**src/rtl/parking_gate_controller.sv**
```systemverilog
// rtl/parking_gate_controller.sv - entry/exit barrier front-end (optional event counters: GATE_EVENT_COUNT_EN)
module parking_gate_controller #(
  parameter int DEBOUNCE_CYCLES = 16,
  parameter int CARD_TIMEOUT    = 1000,
  parameter int PASS_TIMEOUT    = 5000
) (
  input  logic clk,
  input  logic rst,
  input  logic entry_loop,
  input  logic entry_beam,
  input  logic exit_loop,
  input  logic exit_beam,
  input  logic entry_card_valid,
  input  logic entry_card_is_uni,
  input  logic exit_card_valid,
  input  logic exit_card_is_uni,
  input  logic uni_is_vacated_space,
  input  logic is_vacated_space,
  output logic entry_barrier_open,
  output logic exit_barrier_open,
  output logic entry_reject,
  output logic car_entered,
  output logic is_uni_car_entered,
  output logic car_exited,
  output logic is_uni_car_exited
`ifdef GATE_EVENT_COUNT_EN
  ,
  output logic [15:0] entries_total,
  output logic [15:0] exits_total,
  output logic [15:0] rejects_total
`endif
);

  localparam int TMAX = (CARD_TIMEOUT > PASS_TIMEOUT) ? CARD_TIMEOUT : PASS_TIMEOUT;
  localparam int TW   = $clog2(TMAX + 1);
  localparam int DW   = (DEBOUNCE_CYCLES > 1) ? $clog2(DEBOUNCE_CYCLES) : 1;

  typedef enum logic [2:0] {S_IDLE, S_CARD, S_HOLD, S_OPEN, S_CLOSE} gate_state_t;

  // Sensor bit order: 0 entry_loop, 1 entry_beam, 2 exit_loop, 3 exit_beam
  logic [3:0]    w_raw;
  logic [3:0]    r_sync1, r_sync2, r_deb, r_deb_d;
  logic [DW-1:0] r_cnt [4];
  logic [3:0]    w_rise;

  assign w_raw  = {exit_beam, exit_loop, entry_beam, entry_loop};
  assign w_rise = r_deb & ~r_deb_d;

  // Two-flop synchronizers for the asynchronous sensor inputs
  always_ff @(posedge clk or posedge rst) begin
    if (rst) begin
      r_sync1 <= '0;
      r_sync2 <= '0;
    end else begin
      r_sync1 <= w_raw;
      r_sync2 <= r_sync1;
    end
  end

  // Debouncers: level flips after DEBOUNCE_CYCLES consecutive differing samples
  always_ff @(posedge clk or posedge rst) begin
    if (rst) begin
      r_deb   <= '0;
      r_deb_d <= '0;
      for (int i = 0; i < 4; i++) r_cnt[i] <= '0;
    end else begin
      r_deb_d <= r_deb;
      for (int i = 0; i < 4; i++) begin
        if (r_sync2[i] == r_deb[i]) begin
          r_cnt[i] <= '0;
        end else if (r_cnt[i] == DW'(DEBOUNCE_CYCLES - 1)) begin
          r_deb[i] <= r_sync2[i];
          r_cnt[i] <= '0;
        end else begin
          r_cnt[i] <= r_cnt[i] + DW'(1);
        end
      end
    end
  end

  gate_state_t   r_en_state, w_en_next, r_ex_state, w_ex_next;
  logic [TW-1:0] r_en_timer, r_ex_timer;
  logic          r_en_cls, r_ex_cls;
  logic          w_en_open, w_en_reject, w_en_event, w_en_latch;
  logic          w_ex_open, w_ex_event, w_ex_latch, w_ex_cls_d;

  // Entry FSM next-state and outputs; space is checked against the card class in the strobe cycle
  always_comb begin
    w_en_next   = r_en_state;
    w_en_open   = 1'b0;
    w_en_reject = 1'b0;
    w_en_event  = 1'b0;
    w_en_latch  = 1'b0;
    case (r_en_state)
      S_IDLE:  if (w_rise[0]) w_en_next = S_CARD;
      S_CARD: begin
        if (entry_card_valid) begin
          w_en_latch = 1'b1;
          if (entry_card_is_uni ? uni_is_vacated_space : is_vacated_space) begin
            w_en_next = S_OPEN;
          end else begin
            w_en_reject = 1'b1;
            w_en_next   = S_HOLD;
          end
        end else if (r_en_timer >= TW'(CARD_TIMEOUT)) begin
          w_en_reject = 1'b1;
          w_en_next   = S_HOLD;
        end
      end
      S_HOLD:  if (!r_deb[0]) w_en_next = S_IDLE;
      S_OPEN: begin
        w_en_open = 1'b1;
        if (w_rise[1]) begin
          w_en_event = 1'b1;
          w_en_next  = S_CLOSE;
        end else if (r_en_timer >= TW'(PASS_TIMEOUT)) begin
          w_en_next = S_CLOSE;
        end
      end
      S_CLOSE: if (!r_deb[0] && !r_deb[1]) w_en_next = S_IDLE;
      default: w_en_next = S_IDLE;
    endcase
  end

  // Exit FSM next-state and outputs; a card timeout still opens, as class "other"
  always_comb begin
    w_ex_next  = r_ex_state;
    w_ex_open  = 1'b0;
    w_ex_event = 1'b0;
    w_ex_latch = 1'b0;
    w_ex_cls_d = 1'b0;
    case (r_ex_state)
      S_IDLE:  if (w_rise[2]) w_ex_next = S_CARD;
      S_CARD: begin
        if (exit_card_valid) begin
          w_ex_latch = 1'b1;
          w_ex_cls_d = exit_card_is_uni;
          w_ex_next  = S_OPEN;
        end else if (r_ex_timer >= TW'(CARD_TIMEOUT)) begin
          w_ex_latch = 1'b1;
          w_ex_next  = S_OPEN;
        end
      end
      S_OPEN: begin
        w_ex_open = 1'b1;
        if (w_rise[3]) begin
          w_ex_event = 1'b1;
          w_ex_next  = S_CLOSE;
        end else if (r_ex_timer >= TW'(PASS_TIMEOUT)) begin
          w_ex_next = S_CLOSE;
        end
      end
      S_CLOSE: if (!r_deb[2] && !r_deb[3]) w_ex_next = S_IDLE;
      default: w_ex_next = S_IDLE;
    endcase
  end

  // State registers, per-state saturating timers (cleared on every transition) and latched card class
  always_ff @(posedge clk or posedge rst) begin
    if (rst) begin
      r_en_state <= S_IDLE;
      r_ex_state <= S_IDLE;
      r_en_timer <= '0;
      r_ex_timer <= '0;
      r_en_cls   <= 1'b0;
      r_ex_cls   <= 1'b0;
    end else begin
      r_en_state <= w_en_next;
      r_ex_state <= w_ex_next;
      if (w_en_next != r_en_state) r_en_timer <= '0;
      else if (r_en_timer != '1)   r_en_timer <= r_en_timer + TW'(1);
      if (w_ex_next != r_ex_state) r_ex_timer <= '0;
      else if (r_ex_timer != '1)   r_ex_timer <= r_ex_timer + TW'(1);
      if (w_en_latch) r_en_cls <= entry_card_is_uni;
      if (w_ex_latch) r_ex_cls <= w_ex_cls_d;
    end
  end

  assign entry_barrier_open = w_en_open;
  assign exit_barrier_open  = w_ex_open;
  assign entry_reject       = w_en_reject;
  assign car_entered        = w_en_event;
  assign is_uni_car_entered = w_en_event & r_en_cls;
  assign car_exited         = w_ex_event;
  assign is_uni_car_exited  = w_ex_event & r_ex_cls;

`ifdef GATE_EVENT_COUNT_EN
  logic [15:0] r_entries_total, r_exits_total, r_rejects_total;

  // Wrapping event counters
  always_ff @(posedge clk or posedge rst) begin
    if (rst) begin
      r_entries_total <= '0;
      r_exits_total   <= '0;
      r_rejects_total <= '0;
    end else begin
      if (w_en_event)  r_entries_total <= r_entries_total + 16'd1;
      if (w_ex_event)  r_exits_total   <= r_exits_total + 16'd1;
      if (w_en_reject) r_rejects_total <= r_rejects_total + 16'd1;
    end
  end

  assign entries_total = r_entries_total;
  assign exits_total   = r_exits_total;
  assign rejects_total = r_rejects_total;
`endif

endmodule

```
**config.mk**
```make
export PLATFORM = sky130hd
export DESIGN_NAME = parking_gate_controller
export DESIGN_NICKNAME = d
export VERILOG_FILES = /design/src/rtl/parking_gate_controller.sv
export SDC_FILE = /design/constraint.sdc
export NUM_CORES = 1
export LEC_CHECK = 0
export CAP_MARGIN = 30
export CORE_MARGIN = 2
export CORE_UTILIZATION = 55
export CTS_BUF_LIST = sky130_fd_sc_hd__clkbuf_8
export DETAILED_ROUTE_END_ITERATION = 10
export GPL_TIMING_DRIVEN = 0
export PLACE_DENSITY = 0.75
export RECOVER_POWER = 100
export SLEW_MARGIN = 0
export SYNTH_ARGS = -nofsm -noshare
export SYNTH_HDL_FRONTEND = slang
export SYNTH_SLANG_ARGS = --single-unit
```
**constraint.sdc**
```tcl
create_clock -name clk -period 2.6 [get_ports clk]
set_input_delay 0.52 -clock clk [delete_from_list [all_inputs] [get_ports clk]]
set_output_delay 0.52 -clock clk [all_outputs]
set_load 0.005 [all_outputs]
```
After elaboration in Yosys (flattened, before gate mapping)
Index checks and enable logic that the tools add are counted.
- bits in registers: 66
- bits in latches: 0
- RAM bits: 0
- memory bits (read-only): 0
- bits of input ports: 12
- word-level logic and storage cells: 114
- memories kept: 0
- add/sub/neg operators: 6
- multipliers: 0
- div/mod/pow operators: 0
- order comparisons: 4
- equal/unequal tests: 19
- shift operators: 0
- multiplexer cells: 46
- bitwise gates (word level): 8
- reduce and logical (&&, ||, !) cells: 14
- operators with widths (cell ; number):
    two-way mux 13 bit ; 4
    two-way mux 3 bit ; 13
    two-way mux 4 bit ; 8
    adder 13 x 1 -> 13 bit (second input constant) ; 2
    >= comparator 13 x 10 -> 1 bit (second input constant) ; 2
    >= comparator 13 bit (second input constant) ; 2
    inequality test 13 bit (second input constant) ; 2
    two-way mux 1 bit ; 19
    adder 4 x 1 -> 4 bit (second input constant) ; 4
    equality test 4 bit (second input constant) ; 4
    one-hot mux 3 bit (5 select lines) ; 1
    one-hot mux 3 bit (4 select lines) ; 1
    equality test 3 x 2 -> 1 bit (second input constant) ; 3
    AND reduction 2 bit ; 4
    equality test 3 x 1 -> 1 bit (second input constant) ; 2
    equality test 3 bit (second input constant) ; 2
    logical NOT 3 bit ; 2
    inequality test 3 bit ; 2
    AND 4 bit ; 1
    equality test 1 bit ; 4
    logical NOT 1 bit ; 4
    inverter 1 bit ; 4
    inverter 4 bit ; 1
    nonzero test 2 bit ; 2
    other kinds (2) ; 4

Depth between registers and ports, before layout
Gate-level depths: netlist (run 1).
- depth after elaboration: 6
- mapped depth: 7

Least setup slack after synthesis (run 1)
No wires, ideal clock.
- path type: input -> register
- start: in entry_card_is_uni
- end: reg r_en_timer[0]
- arrival time: 1.671 ns
- required time: 2.473 ns
- slack: 0.802 ns
- cell stages on the path: 6
- cell sequence: mux2_2 -> nand3_1 -> o221ai_2 -> o311ai_4 -> buf_6 -> a211oi_2
- cells in the longest elaborated chain, start to end: 6
- RTL lines (element ; line ; source):
    start: declaration ; 14 ; input logic entry_card_is_uni,
    two-way mux 1 bit * (2 in a row) ; 99 ; if (entry_card_is_uni ? uni_is_vacated_space : is_vacated_space) begin
    two-way mux 3 bit * ; 97 ; if (entry_card_valid) begin
    one-hot mux 3 bit (5 select lines) * ; 94 ; case (r_en_state)
    inequality test 3 bit * ; 170 ; if (w_en_next != r_en_state) r_en_timer <= '0;
    two-way mux 13 bit or nonzero test 2 bit (tied branches) ; -- ;
    end signal: assignment ; 171 ; else if (r_en_timer != '1) r_en_timer <= r_en_timer + TW'(1);
    end: declaration ; 82 ; logic [TW-1:0] r_en_timer, r_ex_timer;
Mark *: on every way between the ends. The rest lies on a longest branch, timed or not.
A chain may end at the register's enable or synchronous reset.

Worst setup path in the final report (run 1)
- start: in entry_card_is_uni
- end: out entry_reject
- cells in the longest elaborated chain, start to end: 4
- RTL lines (element ; line ; source):
    two-way mux 1 bit (2 in a row) ; 99 ;
    two-way mux 1 bit ; 97 ;
    two-way mux 1 bit ; 94 ;
    end: declaration ; 21 ; output logic entry_reject,
Every way passes these cells.

==> results of run 1 <==
[metrics by stage]
| stage | std cells | instance area, sq um | util | setup TNS [ps] | hold slack, ps |
|---|---|---|---|---|---|
| 6_report | 419 | 3770 | 0.645 | 0 | 347 |
| 5_1_grt | 419 | 3770 | 0.645 | 0 | 355 |
| 4_1_cts | 420 | 3820 | 0.653 | 0 | 351 |
| 3_5_place_dp | 404 | 3600 | 0.615 | -5.57 | 336 |
| 3_3_place_gp | 403 | 3580 | 0.612 | -45660 | 332 |
| 2_1_floorplan | 310 | 3300 | - | 0 | 331 |
[timing repair]
action / in CTS / in global routing
gates resized for setup: 2 / 4
endpoints found under the setup margin: 1 / 3
cloned: 0 / 0
[report_power, final]
group,switching [mW],total (mW),internal (mW),leakage (nW)
Sequential,0.166,1.33,1.16,0.853
Clock,0.393,0.931,0.537,0.105
Combinational,0.236,0.436,0.200,0.627
Total,0.795,2.69,1.90,1.58
[layer usage]
| layer | vias up | share of wire |
|---|---|---|
| li1 | 1176 | - |
| met1 | 1176 | 0.49 |
| met2 | 34 | 0.47 |
| met3 | 9 | 0.025 |
| met4 | 0 | 0.015 |
| met5 | - | 0 |
[registers in the layout, indices dropped and copies added (netlist names), 4 cells and up]
name and count:
r_en_timer 13, r_ex_timer 13, r_cnt 16, r_sync2 4, r_deb 4, r_deb_d 4, r_sync1 4
[placed cells by master (no fill, tap or decap), types with 2 or more instances in the layout]
master	Yosys	layout
sky130_fd_sc_hd__a211oi_1	2	10
sky130_fd_sc_hd__a211oi_2	10	2
sky130_fd_sc_hd__a21oi_1	12	12
sky130_fd_sc_hd__a31oi_1	2	2
sky130_fd_sc_hd__and2_0	0	2
sky130_fd_sc_hd__and3_1	3	3
sky130_fd_sc_hd__buf_6	2	2
sky130_fd_sc_hd__bufinv_16	0	2
sky130_fd_sc_hd__clkbuf_1	2	2
sky130_fd_sc_hd__clkbuf_8	0	9
sky130_fd_sc_hd__clkdlybuf4s50_1	0	11
sky130_fd_sc_hd__clkinv_2	0	2
sky130_fd_sc_hd__clkinvlp_4	0	2
sky130_fd_sc_hd__dfrtp_1	66	65
sky130_fd_sc_hd__dlygate4sd3_1	0	7
sky130_fd_sc_hd__ha_1	8	8
sky130_fd_sc_hd__inv_1	15	15
sky130_fd_sc_hd__mux2_2	7	7
sky130_fd_sc_hd__mux2i_1	4	4
sky130_fd_sc_hd__nand2_1	19	19
sky130_fd_sc_hd__nand2b_1	5	5
sky130_fd_sc_hd__nand3_1	15	15
sky130_fd_sc_hd__nand4_1	3	3
sky130_fd_sc_hd__nand4b_1	4	4
sky130_fd_sc_hd__nor2_1	30	30
sky130_fd_sc_hd__nor2b_1	4	4
sky130_fd_sc_hd__nor3_1	8	8
sky130_fd_sc_hd__nor3b_1	5	4
sky130_fd_sc_hd__nor4_1	10	10
sky130_fd_sc_hd__nor4_2	2	2
sky130_fd_sc_hd__nor4_4	2	2
sky130_fd_sc_hd__o211ai_1	2	2
sky130_fd_sc_hd__o21ai_0	17	18
sky130_fd_sc_hd__o311ai_0	2	3
sky130_fd_sc_hd__or3_1	4	4
sky130_fd_sc_hd__xnor2_1	21	21
sky130_fd_sc_hd__xor2_1	3	3
[synthesized netlist by cell type, types with 3 or more instances]
cell / number
sky130_fd_sc_hd__inv_1: 15
sky130_fd_sc_hd__mux2_2: 7
sky130_fd_sc_hd__nand2_1: 19
sky130_fd_sc_hd__a21oi_1: 12
sky130_fd_sc_hd__nor2b_1: 4
sky130_fd_sc_hd__xor2_1: 3
sky130_fd_sc_hd__or3_1: 4
sky130_fd_sc_hd__dfrtp_1: 66
sky130_fd_sc_hd__mux2i_1: 4
sky130_fd_sc_hd__and2_1: 3
sky130_fd_sc_hd__nor3b_1: 5
sky130_fd_sc_hd__nor3_1: 8
sky130_fd_sc_hd__xnor2_1: 21
sky130_fd_sc_hd__nand3_1: 15
sky130_fd_sc_hd__nand2b_1: 5
sky130_fd_sc_hd__ha_1: 8
sky130_fd_sc_hd__nand4_1: 3
sky130_fd_sc_hd__and3_1: 3
sky130_fd_sc_hd__a211oi_2: 10
sky130_fd_sc_hd__nor2_1: 30
sky130_fd_sc_hd__o21ai_0: 17
sky130_fd_sc_hd__nand4b_1: 4
sky130_fd_sc_hd__nor4_1: 10
[worst max-delay path, stage by stage]
cell and delay, ps:
sky130_fd_sc_hd__clkdlybuf4s50_1 480, sky130_fd_sc_hd__mux2_2 350, sky130_fd_sc_hd__a21oi_1 140, sky130_fd_sc_hd__clkdlybuf4s50_1 510
[kinds of logic after synthesis]
family / Yosys count
AO/OA/AOI/OAI: 58
XOR/XNOR: 24
adder cells (fa/ha/maj): 8
buffers and inverters: 22
flip-flops: 66
multiplexers: 11
AND/OR/NAND/NOR: 121
[how the worst min path moves through the flow]
stage | startpoint | end | slack, ps | cells past startpoint
2_1_floorplan | r_sync1[0] | r_sync2[0] | 330 | 0
3_5_place_dp | r_sync1[3] | r_sync2[3] | 340 | 0
6_report | r_sync1[1] | r_sync2[1] | 350 | 0
3_3_place_gp | r_sync1[3] | r_sync2[3] | 330 | 0
4_1_cts | r_sync1[1] | r_sync2[1] | 350 | 0
5_1_grt | r_sync1[1] | r_sync2[1] | 360 | 0
[final cells by class]
| class | instances | area [sq um] |
|---|---|---|
| multi-input cells | 222 | 1510 |
| well taps | 75 | 93.8 |
| clock buffers | 9 | 124 |
| fillers | 463 | 2080 |
| clock inverters | 7 | 93.8 |
| inverters | 15 | 56.3 |
| repair buffers | 19 | 200 |
| flip-flops and latches | 66 | 1650 |
| plain buffers | 6 | 42.5 |
==> summary.log, run 1 <==
[grt] pin count of the biggest net entering global routing 43
[floorplan] row count 28
[logic_synthesis] average size of a mapped cell 10.7 sq um
[sta] setup repair after global routing missed its margin false
[power] Cell Pwr Density 714 nW/um^2
[worst_setup_path] largest fanout on the critical path 2
[final_layout] share of layout cells above drive strength 1 0.110
[logic_synthesis] Adder-Cell Fraction of Synth Area 0.0303
[worst_setup_path] Worst R2R Setup Slack 260 ps
[final_layout] Nets 359
[worst_setup_path] launching instance or port of the critical path entry_card_is_uni
[routing] DRC violation count after routing 0
[sta] setup slack after layout 78.5 ps
[sta] Max Slew Vio Count 42
[worst_setup_path] Setup crit start kind input pin
[worst_setup_path] type of the setup path with the least slack input pin to output pin
[sta] Highest Clock Rate 397 MHz
[logic_synthesis] post-synthesis cell count 310
[logic_synthesis] fraction of the mapped netlist area in compound gates 0.134
[worst_setup_path] Worst setup endpoint entry_reject
[grt] wire length of the first global-routing pass 10400 um
[grt] number of antenna violations at the first check in global routing 0
[sta] post-route minimum period 2520 ps
[grt] overall overflow remaining after global route 0
[floorplan] placeable core area 5850 sq um
[cts] CTS HTree Levels 3
[sta] measured slew at the worst slew-check pin 1590 ps
[logic_synthesis] area fraction of the dominant cell type after synthesis 0.500
[cts] number of buffers inserted by hold repair at cts 0
[logic_synthesis] Synth Area in XOR/XNOR 0.0636
[logic_synthesis] Synth area leaders sky130_fd_sc_hd__dfrtp_1 50%, sky130_fd_sc_hd__xnor2_1 5.6%, sky130_fd_sc_hd__a211oi_2 3.8%, sky130_fd_sc_hd__nor2_1 3.4%, sky130_fd_sc_hd__ha_1 3.0%
[min_path] worst min-delay path category flip-flop to flip-flop
[cts] number of CTS-inserted buffers 9
[routing] ANT nets after route 0
[grt] fraction of met1 tracks used by global routing 0.274
[sta] clock skew 11.7 ps
[worst_setup_path] WP data required 2080 ps
[final_layout] antenna diode instance count 0
[cts] clk sinks 66
[floorplan] floorplan die area 6640 sq um
[cts] post-CTS setup buffer count 0
[routing] post-detailed-routing wire length 5900 um
[logic_synthesis] total number of yosys warnings 0
[placement] placed wire-length estimate after detailed placement 4070 um
[cts] clock transition at the register clock pins on the worst setup and hold paths after CTS 60 ps
[logic_synthesis] synthesized-area fraction occupied by and/or/nand/nor cells 0.205
[power] static leakage 1.58 nW
[grt] met3 usage in global routing 0.0363
[floorplan] DIE HEIGHT 81.5 um
[worst_setup_path] CP endpoint kind output pin
[routing] via total after detailed routing 2395
[routing] DR WL/cell 14.1 um
[worst_setup_path] origin of the critical flop-to-flop path r_ex_timer[3]
[logic_synthesis] mapped cell area 3300 sq um
[cts] buffer cell driving the clock tree root sky130_fd_sc_hd__clkbuf_8
[floorplan] boundary pin count 19
[logic_synthesis] count of different cell masters after synthesis 47
[routing] drt via density 5.72
[placement] pre-CTS setup slack -5.57 ps
[power] maximum resistive drop on vdd 0.000588 V
[cts] TritonCTS clock tree done
[sta] share of the cycle needed by the critical path after routing 0.970
[status] run status complete, but fails checks
[logic_synthesis] most used flip-flop cell after synthesis sky130_fd_sc_hd__dfrtp_1
[grt] via count of the first global-routing pass 2345
[grt] routing layer with the top usage in global route met2
[routing] detailed-routing iteration count for the pre-antenna-repair pass 4
[logic_synthesis] number of synthesized flops with an enable pin 0
[logic_synthesis] sequential cell area fraction in the yosys report 0.500
[grt] global-route usage over all layers 0.201
[worst_setup_path] Reg-to-Reg End r_ex_timer[0]
[sta] Slew Limit Headroom -0.0608
[placement] Routability Congestion 0.910
[grt] global-route met2 utilization 0.323
[worst_setup_path] Reg2Reg Depth 7
[logic_synthesis] Syn Nets 330
[routing] iteration-0 DRC count of the detailed router 128
[worst_setup_path] data arrival at the endpoint of the critical path 2000 ps
[placement] count of buffers from port buffering 18
[sta] number of setup violations in the final report 0
[final_layout] Area growth, synth to finish 14.2%
[floorplan] chip width 81.5 um
[floorplan] initial core utilization 0.565
[cts] number of buffers on the longest clock path 2
[logic_synthesis] most area-hungry cell type in the Yosys netlist sky130_fd_sc_hd__dfrtp_1
[logic_synthesis] mux cell area share after synthesis 0.0360
[logic_synthesis] share of synthesized flip-flops with an asynchronous set or reset 1.00
[power] power consumption 2.69 mW
[logic_synthesis] dominant combinational cell family by area after synthesis simple AND/OR/NAND/NOR gates
[logic_synthesis] number of storage elements in the synthesis netlist 66
[cts] Skew-Pair Late Insertion Delay 340 ps
[sta] total count of hold-check failures in the final report 0
[flow_run] number of max-cap violations 1
[status] violations in the final reports capacitance limit, slew limit
Power figures use the tool's default switching activity.
==> run 2, diff against run 1 <==
--- a/config.mk
+++ b/config.mk
@@ -8,8 +8,11 @@
 export CAP_MARGIN = 30
+export CELL_PAD_IN_SITES_DETAIL_PLACEMENT = 2
+export CELL_PAD_IN_SITES_GLOBAL_PLACEMENT = 2
 export CORE_MARGIN = 2
-export CORE_UTILIZATION = 55
+export CORE_UTILIZATION = 41
 export CTS_BUF_LIST = sky130_fd_sc_hd__clkbuf_8
+export CTS_CLUSTER_SIZE = 20
 export DETAILED_ROUTE_END_ITERATION = 10
 export GPL_TIMING_DRIVEN = 0
-export PLACE_DENSITY = 0.75
+export PLACE_DENSITY = 0.83
 export RECOVER_POWER = 100
==> constraint.sdc (replaced) <==
create_clock -name clk -period 2.6 [get_ports clk]
set_input_delay 0.78 -clock clk [delete_from_list [all_inputs] [get_ports clk]]
set_output_delay 0.78 -clock clk [all_outputs]
set_load 0.005 [all_outputs]
==> summary.log, run 2 (same netlist as run 1, synthesis figures left out) <==
[status] run status finished clean
[floorplan] DIE HEIGHT 93.8 um
[final_layout] most frequent cells in the layout 58 x sky130_fd_sc_hd__dfrtp_1, 30 x sky130_fd_sc_hd__nor2_1, 21 x sky130_fd_sc_hd__xnor2_1, 18 x sky130_fd_sc_hd__nand2_1, 17 x sky130_fd_sc_hd__o21ai_0
[grt] global-route usage over all layers 0.225
[routing] detailed-routing iteration count for the pre-antenna-repair pass 6
[grt] pin count of the biggest net entering global routing 67
[flow_run] number of max-cap violations 0
[placement] placed insts 430
[floorplan] placeable core area 7770 sq um
[routing] DRC violation count after routing 0
[final_layout] utilization of the core after routing 0.505
[floorplan] chip width 93.8 um
[worst_setup_path] largest fanout on the critical path 4
[final_layout] register with the most flip-flops r_cnt
[sta] post-route minimum period 2550 ps
[cts] clk sinks 66
[grt] via count of the first global-routing pass 2870
[placement] pre-CTS setup slack -654 ps
[placement] count of buffers from port buffering 18
[sta] measured slew at the worst slew-check pin 1400 ps
[sta] total count of hold-check failures in the final report 0
[cts] CTS HTree Levels 3
[floorplan] floorplan die area 8790 sq um
[sta] Max Slew Vio Count 0
[final_layout] number of standard cells in the final layout excluding fillers 454
[floorplan] initial core utilization 0.425
[sta] Slew Limit Headroom 0.0674
[final_layout] most common library cell in the layout ignoring fill and taps sky130_fd_sc_hd__dfrtp_1
[min_path] worst min-delay path category flip-flop to flip-flop
[routing] drt via density 5.71
[worst_setup_path] data arrival at the endpoint of the critical path 1770 ps
[routing] DR WL/cell 20.3 um
[placement] Routability Congestion 0.803
[power] Cell Pwr Density 695 nW/um^2
[final_layout] share of layout cells above drive strength 1 0.196
[cts] clock transition at the register clock pins on the worst setup and hold paths after CTS 80 ps
[sta] share of the cycle needed by the critical path after routing 0.980
[grt] overall overflow remaining after global route 0
[sta] clock skew 8.33 ps
[power] static leakage 1.66 nW
[floorplan] boundary pin count 19
[sta] setup slack after layout 52.8 ps
[final_layout] Nets 367
[worst_setup_path] WP data required 1820 ps
[cts] buffer cell driving the clock tree root sky130_fd_sc_hd__clkbuf_8
[grt] number of antenna violations at the first check in global routing 0
[placement] placed wire-length estimate after detailed placement 5810 um
[worst_setup_path] Setup crit start kind input pin
[routing] via total after detailed routing 2594
[grt] wire length of the first global-routing pass 15000 um
[cts] number of CTS-inserted buffers 9
[sta] number of setup violations in the final report 0
[worst_setup_path] type of the setup path with the least slack input pin to output pin
[cts] TritonCTS clock tree done
[routing] ANT nets after route 0
[worst_setup_path] CP endpoint kind output pin
[final_layout] Area growth, synth to finish 18.8%
[final_layout] antenna diode instance count 0
[worst_setup_path] Worst R2R Setup Slack 240 ps
[power] power consumption 2.73 mW
[cts] number of buffers inserted by hold repair at cts 0
[cts] Skew-Pair Late Insertion Delay 370 ps
[sta] Highest Clock Rate 393 MHz
[power] maximum resistive drop on vdd 0.000336 V
[cts] number of buffers on the longest clock path 2
[final_layout] number of flip-flops under the largest register name 16
[final_layout] registers with the highest flip-flop counts r_cnt x16, r_en_timer x13, r_ex_timer x13
[routing] post-detailed-routing wire length 9210 um
[routing] iteration-0 DRC count of the detailed router 141
[floorplan] row count 32
==> run 2: cell types whose count changed in the layout (fill, tap and decap cells not counted), sizes merged, moves of 2 or more <==
| cell | previous run | this run |
|---|---|---|
| buf | 4 | 11 |
| clkbuf | 12 | 14 |
| clkdlybuf4s50 | 11 | 7 |
| dlygate4sd2 | 0 | 2 |
| dlymetal6s2s | 0 | 2 |
| inv | 15 | 17 |
==> run 2: timing repair <==
action / in CTS / in global routing
setup endpoints to repair: 5 / 3
buffers inserted: 4 / 6
pin swaps: 1 / 1
resized for setup: 21 / 12
hold endpoints to repair: 0 / 0
==> run 2: critical path, stage by stage <==
cell and delay (ps):
sky130_fd_sc_hd__dlygate4sd2_1 330, sky130_fd_sc_hd__nor4_4 220, sky130_fd_sc_hd__o21ai_4 130, sky130_fd_sc_hd__nand2_1 120, sky130_fd_sc_hd__a21oi_2 50, sky130_fd_sc_hd__buf_2 140
==> run 2: report_power, final <==
part / internal (mW) / switching, mW / total [mW]
Sequential: 1.16 / 0.178 / 1.34
Clock: 0.451 / 0.462 / 0.913
Combinational: 0.206 / 0.271 / 0.477
==> run 2: through the flow <==
| stage | hold WS (ps) | setup TNS, ps | area (sq um) |
|---|---|---|---|
| 2_1_floorplan | 331 | 0 | 3300 |
| 6_report | 353 | 0 | 3930 |
| 4_1_cts | 360 | 0 | 3890 |
| 5_1_grt | 368 | -16.6 | 3930 |
| 3_3_place_gp | 337 | -70070 | 3610 |
| 3_5_place_dp | 336 | -4090 | 3610 |
==> run 2: path summary, 6_finish.rpt <==
path	to	cells after the start	startpoint
min in group asynchronous	r_en_cls	2	rst
max in group asynchronous	r_ex_state[0]	2	rst
min reg2reg	r_sync2[0]	0	r_sync1[0]
max	entry_reject	6	entry_card_valid
max reg2reg	r_en_timer[7]	6	r_en_timer[10]
min	r_sync2[0]	0	r_sync1[0]
==> run 2: layer usage <==
metal  wire (um)  part of all wire  GRT usage  vias up
met5           0                 0          0        -
met3         245             0.027     0.0586       12
met1        3980              0.43      0.278     1341
li1            -                 -          -     1202
met4         160             0.017     0.0592        0
met2        4820              0.52      0.389       39
==> run 2: area by class of cell <==
type / instances / area (sq um)
well taps: 102 / 128
clock buffers: 9 / 124
flip-flops and latches: 66 / 1660
multi-input cells: 222 / 1600
fillers: 795 / 3840
inverters: 15 / 56.3
plain buffers: 5 / 32.5
repair buffers: 28 / 245
clock inverters: 7 / 77.6
